===== src/rtl/qar_dmem_arbiter.sv =====
// qar_dmem_arbiter: two-port (core / DMA) arbiter in front of a single-port
// data SRAM. Requests accepted in cycle N drive the SRAM in N+1 and respond
// in N+2 through a 2-stage owner tag pipeline, so responses stay in accept order.
// Optional build macro: QAR_DMEM_ARB_RR_EN replaces core-priority-with-starvation
// arbitration by a 1-bit round-robin pointer.
module qar_dmem_arbiter #(
  parameter int DEPTH      = 64,
  parameter int STARVE_MAX = 4
) (
  input  logic                     clk,
  input  logic                     rst,
  input  logic                     c_req_valid,
  output logic                     c_req_ready,
  input  logic [31:0]              c_req_addr,
  input  logic [31:0]              c_req_wdata,
  input  logic                     c_req_we,
  output logic                     c_rsp_valid,
  output logic [31:0]              c_rsp_rdata,
  output logic                     c_rsp_err,
  input  logic                     d_req_valid,
  output logic                     d_req_ready,
  input  logic [31:0]              d_req_addr,
  input  logic [31:0]              d_req_wdata,
  input  logic                     d_req_we,
  output logic                     d_rsp_valid,
  output logic [31:0]              d_rsp_rdata,
  output logic                     d_rsp_err,
  output logic                     mem_en,
  output logic                     mem_we,
  output logic [$clog2(DEPTH)-1:0] mem_addr,
  output logic [31:0]              mem_wdata,
  input  logic [31:0]              mem_rdata
);
  localparam int AW     = $clog2(DEPTH);
  localparam int STAGES = 2;

  typedef struct packed {
    logic port;  // 0 = core, 1 = DMA
    logic we;
    logic err;
  } tag_t;

  logic core_win, dma_win, acc, oor;
  logic [31:0] sel_addr, sel_wdata, rsp_data;
  logic sel_we;
  tag_t tag_in, tag_out;
  logic [STAGES:1] vld_pipe;
  tag_t [STAGES:1] tag_pipe;

`ifdef QAR_DMEM_ARB_RR_EN
  // rr_ptr = 1 means DMA is favoured (core was accepted last)
  logic rr_ptr;

  // Winner selection: pointer breaks ties only when both ports request
  always_comb begin
    core_win = c_req_valid && !(d_req_valid && rr_ptr);
    dma_win  = d_req_valid && !core_win;
  end

  // Pointer moves away from whichever port was just accepted
  always_ff @(posedge clk or posedge rst) begin
    if (rst)           rr_ptr <= 1'b0;
    else if (core_win) rr_ptr <= 1'b1;
    else if (dma_win)  rr_ptr <= 1'b0;
  end
`else
  logic [3:0] starve_cnt;
  logic       starve;

  // Core has priority unless DMA has waited through STARVE_MAX core grants
  always_comb begin
    starve   = d_req_valid && (starve_cnt == 4'(STARVE_MAX));
    core_win = c_req_valid && !starve;
    dma_win  = d_req_valid && !core_win;
  end

  // Count core grants while DMA waits; saturates at STARVE_MAX
  always_ff @(posedge clk or posedge rst) begin
    if (rst)                                          starve_cnt <= '0;
    else if (!d_req_valid || dma_win)                 starve_cnt <= '0;
    else if (core_win && starve_cnt != 4'(STARVE_MAX)) starve_cnt <= starve_cnt + 4'd1;
  end
`endif

  assign c_req_ready = core_win & ~rst;
  assign d_req_ready = dma_win & ~rst;

  // Mux the winning request and classify its address
  always_comb begin
    acc       = core_win | dma_win;
    sel_addr  = core_win ? c_req_addr  : d_req_addr;
    sel_wdata = core_win ? c_req_wdata : d_req_wdata;
    sel_we    = core_win ? c_req_we    : d_req_we;
    oor       = (sel_addr >= 32'(DEPTH * 4)) || (sel_addr[1:0] != 2'b00);
    tag_in    = '{port: dma_win, we: sel_we, err: oor};
  end

  // SRAM command stage and owner tag shift register; reset drops in-flight work
  always_ff @(posedge clk or posedge rst) begin
    if (rst) begin
      vld_pipe  <= '0;
      tag_pipe  <= '0;
      mem_en    <= 1'b0;
      mem_we    <= 1'b0;
      mem_addr  <= '0;
      mem_wdata <= '0;
    end else begin
      vld_pipe <= {vld_pipe[STAGES-1:1], acc};
      tag_pipe <= {tag_pipe[STAGES-1:1], tag_in};
      if (acc && !oor) begin
        mem_en    <= 1'b1;
        mem_we    <= sel_we;
        mem_addr  <= sel_addr[AW+1:2];
        mem_wdata <= sel_wdata;
      end else begin
        mem_en    <= 1'b0;
        mem_we    <= 1'b0;
        mem_addr  <= '0;
        mem_wdata <= '0;
      end
    end
  end

  // Response steering: SRAM data arrives the cycle the tag reaches the last stage
  always_comb begin
    tag_out     = tag_pipe[STAGES];
    rsp_data    = tag_out.err ? 32'hDEAD_BEEF : (tag_out.we ? 32'h0 : mem_rdata);
    c_rsp_valid = vld_pipe[STAGES] & ~tag_out.port;
    d_rsp_valid = vld_pipe[STAGES] &  tag_out.port;
    c_rsp_rdata = c_rsp_valid ? rsp_data : 32'h0;
    d_rsp_rdata = d_rsp_valid ? rsp_data : 32'h0;
    c_rsp_err   = c_rsp_valid & tag_out.err;
    d_rsp_err   = d_rsp_valid & tag_out.err;
  end
endmodule


===== config.mk =====
export PLATFORM = sky130hd
export DESIGN_NAME = qar_dmem_arbiter
export DESIGN_NICKNAME = d
export VERILOG_FILES = /design/src/rtl/qar_dmem_arbiter.sv
export SDC_FILE = /design/constraint.sdc
export NUM_CORES = 1
export LEC_CHECK = 0
export CAP_MARGIN = 15
export CORE_AREA = 2 2 108 110
export CTS_BUF_LIST = sky130_fd_sc_hd__clkbuf_2
export CTS_CLUSTER_SIZE = 20
export DETAILED_ROUTE_END_ITERATION = 6
export DIE_AREA = 0 0 110 112
export GPL_TIMING_DRIVEN = 0
export PLACE_DENSITY_LB_ADDON = 0.12
export SLEW_MARGIN = 40
export SYNTH_ARGS = -nofsm -noshare
export SYNTH_HDL_FRONTEND = slang
export SYNTH_SLANG_ARGS = --single-unit

===== constraint.sdc =====
create_clock -name clk -period 2.1 [get_ports clk]
set_clock_uncertainty 0.1 [all_clocks]
set_input_delay 0.315 -clock clk [delete_from_list [all_inputs] [get_ports clk]]
set_output_delay 0.315 -clock clk [all_outputs]
set_load 0.02 [all_outputs]

**After elaboration in Yosys (flattened, before gate mapping)**

Cells that the tools add are included.

- Bits in registers: 52
- Input port bits: 166
- Logic and storage cells: 51

- Add/subtract/negate cells: 1
- Magnitude comparators: 1
- Eq/ne operators: 2
- Mux-type cells: 13
- Bitwise operators: 9
- Reduce and logical (&&, ||, !) cells: 13

Operator list:

| cell | number |
|---|---|
| 32-bit two-way mux | 7 |
| 32-bit by 9-bit >= comparator with 1-bit output (second input constant) | 1 |
| 4-bit two-way mux | 2 |
| 1-bit AND | 6 |
| 6-bit two-way mux | 1 |
| 1-bit logical AND | 5 |
| 4-bit by 1-bit adder with 4-bit output (second input constant) | 1 |
| 4-bit by 3-bit equality test with 1-bit output (second input constant) | 1 |
| 1-bit logical NOT | 4 |
| 4-bit by 3-bit inequality test with 1-bit output (second input constant) | 1 |
| 2-bit nonzero test | 2 |
| 1-bit two-way mux | 3 |
| 1-bit logical OR | 2 |
| 1-bit inverter | 2 |
| 1-bit bitwise OR | 1 |

**Depth between registers and ports, before layout**

- Depth in word-level cells: 10
- Depth in mapped cells: 8

**Worst setup path before layout**

Ideal clock, no wire load.

- Path type: input -> output
- From: in rst
- To: out d_req_ready
- Arrival: 1.785 ns
- Required time: 1.685 ns
- Setup slack: -0.100 ns
- Stages on the path: 2
- Buffers on the path: 0
- Path through: inv_1 and2_1

- Longest elaborated chain between the ends: 2

Ends and longest elaborated chain:

| item | line | RTL |
|---|---|---|
| start, declared | 11 | `input logic rst,` |
| 1-bit inverter | 86 | `assign d_req_ready = dma_win & ~rst;` |
| 1-bit AND | 86 |  |
| end, declared | 21 | `output logic d_req_ready,` |

No other way between the ends.

**Worst setup path in the final report**

- From: reg starve_cnt[0]
- To: reg mem_wdata[8]

RTL lines:

| item | line | RTL |
|---|---|---|
| start, declared | 67 | `logic [3:0] starve_cnt;` |
| start signal, assigned | 81 | `else if (core_win && starve_cnt != 4'(STARVE_MAX)) starve_cnt <= starve_cnt + 4'd1;` |
| 4-bit by 3-bit equality test with 1-bit output | 72 | `starve = d_req_valid && (starve_cnt == 4'(STARVE_MAX));` |
| 1-bit logical AND | 72 |  |
| 1-bit logical NOT | 73 | `core_win = c_req_valid && !starve;` |
| 1-bit logical AND | 73 |  |
| 1-bit logical NOT | 74 | `dma_win = d_req_valid && !core_win;` |
| 1-bit logical AND | 74 |  |
| named net dma_win | 43 | `logic core_win, dma_win, acc, oor;` |
| 1-bit bitwise OR | 90 | `acc = core_win \| dma_win;` |
| 1-bit logical AND | 110 | `if (acc && !oor) begin` |
| 32-bit two-way mux | 110 |  |
| end signal, assigned | 114 | `mem_wdata <= sel_wdata;` |
| end, declared | 31 | `output logic [31:0] mem_wdata,` |

The timed path passes the listed nets, and every way through them passes these cells.
A chain may end at the register's enable or synchronous reset.

==> results.yml <==
status:
  outcome: "finished with violations"
  violations: "setup timing"
detailed_routing:
  drtPass1Iterations: 4
  drcViolationCount: 0
  num_vias: 3335
  wl_um: 12200
  detail-route-antenna-nets: 0
  vias_per_cell: 4.46
  drt_iter0_markers: 62
  wl_per_cell_um: 16.4
setup_path:
  rr_startpoint: "starve_cnt[0]"
  worst_ep_required_time_ns: 2.36
  startpoint_type: "flip-flop"
  critPathCaptureType: "flip-flop"
  crit_start: "starve_cnt[0]"
  worstPathMaxFanout: 10
  worstPathArrival_ns: 2.45
  critical_path_class: "flip-flop to flip-flop"
placement:
  dp_slack_ns: -0.877
  dp_hpwl_um: 9490
  place_area_um2: 5860
  portBuffers: 275
  gp_congestion: 0.799
floorplanning:
  die_area_um2: 12300
  die_w_um: 110
  io_pins: 276
  die_y_um: 112
  rows: 39
  start_util_pct: 25.7
  core-area_um2: 11200
clocking:
  clkTransAtPathRegs_ns: 0.29
  clockBufferDepth: 2
  insertion_delay_ns: 0.40
  cts_buffers: 5
  cts_sinks: 52
  htreeDepth: 2
  cts_root_buf: "clkbuf_2"
  cts_tree: "built"
logic_synthesis:
  synthTopCellsByArea: "dfrtp_1, mux2i_1, a21oi_2"
  syn_inst: 294
  synth.net_count: 462
  yosysSeqAreaShare_pct: 45.3
  yosysWarnings: 0
  synth_async_sr_flop_share_pct: 100
  ys_types: 29
  synth_area_um2: 2870
  yosysTopAreaCell: "dfrtp_1"
  synth.avg_cell_area_um2: 9.77
  synth_ff_type: "dfrtp_1"
  synth_top_area_share_pct: 45.3
  synth_common_cells: "nor2_1, dfrtp_1, a21oi_2, mux2i_1, a21oi_1"
  yosysMostFrequentCell: "nor2_1"
  synth-seq-cells: 52
  synth_edf_count: 0
timing:
  rsz0062_at_grt: "true"
  final-hold-violation-count: 0
  maxSlewViolCount: 0
  tightest_slew_ns: 0.362
  worst_slack_ns: -0.0845
  max_freq_mhz: 458
  post-route-period-util_pct: 104
  max_slew_margin_pct: 75.2
  post-route-min-period_ns: 2.18
  finalSetupViolCount: 35
pwr:
  clkPwrFrac_pct: 22.5
  cellPowerDensity_nw_per_um2: 357
  p_int_mw: 1.65
  switching_share_pct: 28.2
  power_mw: 2.29
  p_sw_mw: 0.647
  p_comb_share_pct: 33.1
  power_frac_seq_pct: 44.4
  leakage_nw: 2.87
  vdd_ir_drop_max_mv: 0.253
final_layout:
  areaGrowthSynthToFinish_pct: 123
  diodes: 0
  multi_input_area_um2: 1660
  layout-drive-gt1-share_pct: 36.4
  n_fill_cell: 993
  post-route-cell-area_um2: 6420
  seqCellArea_um2: 1300
  layout.nets: 771
min_path:
  holdCritPathClass: "input pin to asynchronous set/reset pin"
global_route:
  grt-ovfl-total: 0
  use_met3_pct: 6.26
  use_met1_pct: 17.3
  grt_max_degree: 24
  track_usage_pct: 18.4
  grt_pass1_wl_um: 17400
  met2_usage_pct: 36.8
  top_usage_layer: "met2"
  antenna_found_initial: 0
  grt_pass1_vias: 3431
run:
  maxCapViolations: 0
==> stage by stage <==
stage / setup TNS [ns] / std cells / utilization (%) / hold slack, ns
4_1_cts: -4.63 / 740 / 56.5 / 0.141
6_report: -1.29 / 747 / 57.4 / 0.196
3_3_place_gp: -24.81 / 712 / 52.0 / 0.237
5_1_grt: -7.48 / 747 / 57.4 / 0.173
2_1_floorplan: 0 / 294 / - / 0.231
3_5_place_dp: -27.20 / 714 / 52.4 / 0.235
==> sequential cells by signal, summed over array words and instances, names as in the netlist <==
name and count:
mem_wdata 32, mem_addr 6, starve_cnt 4, tag_out 3, tag_pipe 3, vld_pipe 2
mem_en 1, mem_we 1
==> metal layers <==
metal	wire length [µm]	up-vias
met4	121	0
met3	1260	11
met1	4010	1551
li1	-	1621
met5	0	-
met2	6830	152
==> kinds of logic after synthesis <==
logic type	synth area share, %
flip-flops	45.3
XOR/XNOR	0.610
buffers and inverters	5.58
AND/OR/NAND/NOR	17.2
AO/OA/AOI/OAI	16.9
adder cells (fa/ha/maj)	0.871
multiplexers	13.6
==> what timing repair did <==
item                       CTS  global route
gates resized for setup    335            99
buffers inserted            20             8
pin swaps                   19            28
hold buffers                 0             0
setup endpoints to repair  110            96
gates cloned                 2             2
==> cell usage in the layout, fill, tap and decap left out, drive strengths merged, types with 2 or more instances in the layout <==
cell,count
nand4,2
clkdlybuf4s15,2
clkdlybuf4s50,205
and2,18
clkbuf,13
dlygate4sd2,3
a21oi,62
mux2i,38
a21boi,2
dfrtp,52
nand2,4
nor4,12
inv,5
buf,108
ha,2
nand3,3
nor3,2
nor2,56
clkinv,3
==> power groups by stage <==
| stage | Clock [mW] | Sequential [mW] | Combinational [mW] |
|---|---|---|---|
| 3_5_place_dp | 0 | 1.03 | 0.749 |
| 2_1_floorplan | 0 | 1.03 | 0.250 |
| 4_1_cts | 0.539 | 1.02 | 0.765 |
| 5_1_grt | 0.577 | 1.02 | 0.808 |
| 6_report | 0.515 | 1.02 | 0.759 |
| 3_3_place_gp | 0 | 1.03 | 0.730 |
==> final timing paths <==
check,slack (ns),cells past startpoint,to
max in group asynchronous,1.35,4,mem_wdata[11]
min reg2reg,0.28,0,tag_out[2]
max,-0.08,10,mem_wdata[8]
max reg2reg,-0.08,10,mem_wdata[8]
min,0.20,3,mem_wdata[6]
min in group clk,0.28,0,tag_out[2]
==> worst max-delay path, stage by stage, from the launching register on <==
cell and delay, ns:
dfrtp_1 0.44, inv_1 0.07, ha_2 0.15, nand4b_1 0.11
buf_4 0.16, a21boi_2 0.15, buf_4 0.13, or3b_4 0.38
buf_12 0.17, buf_12 0.15, a21oi_2 0.13
==> layout make-up <==
| type | instances | area share (%) |
|---|---|---|
| multi-input cells | 211 | 25.8 |
| well taps | 143 | 2.79 |
| flip-flops and latches | 52 | 20.3 |
| clock buffers | 5 | 0.390 |
| repair buffers | 306 | 45.3 |
| inverters | 7 | 0.546 |
| clock inverters | 3 | 0.663 |
| plain buffers | 20 | 4.21 |
Power figures use the tool's default switching activity.
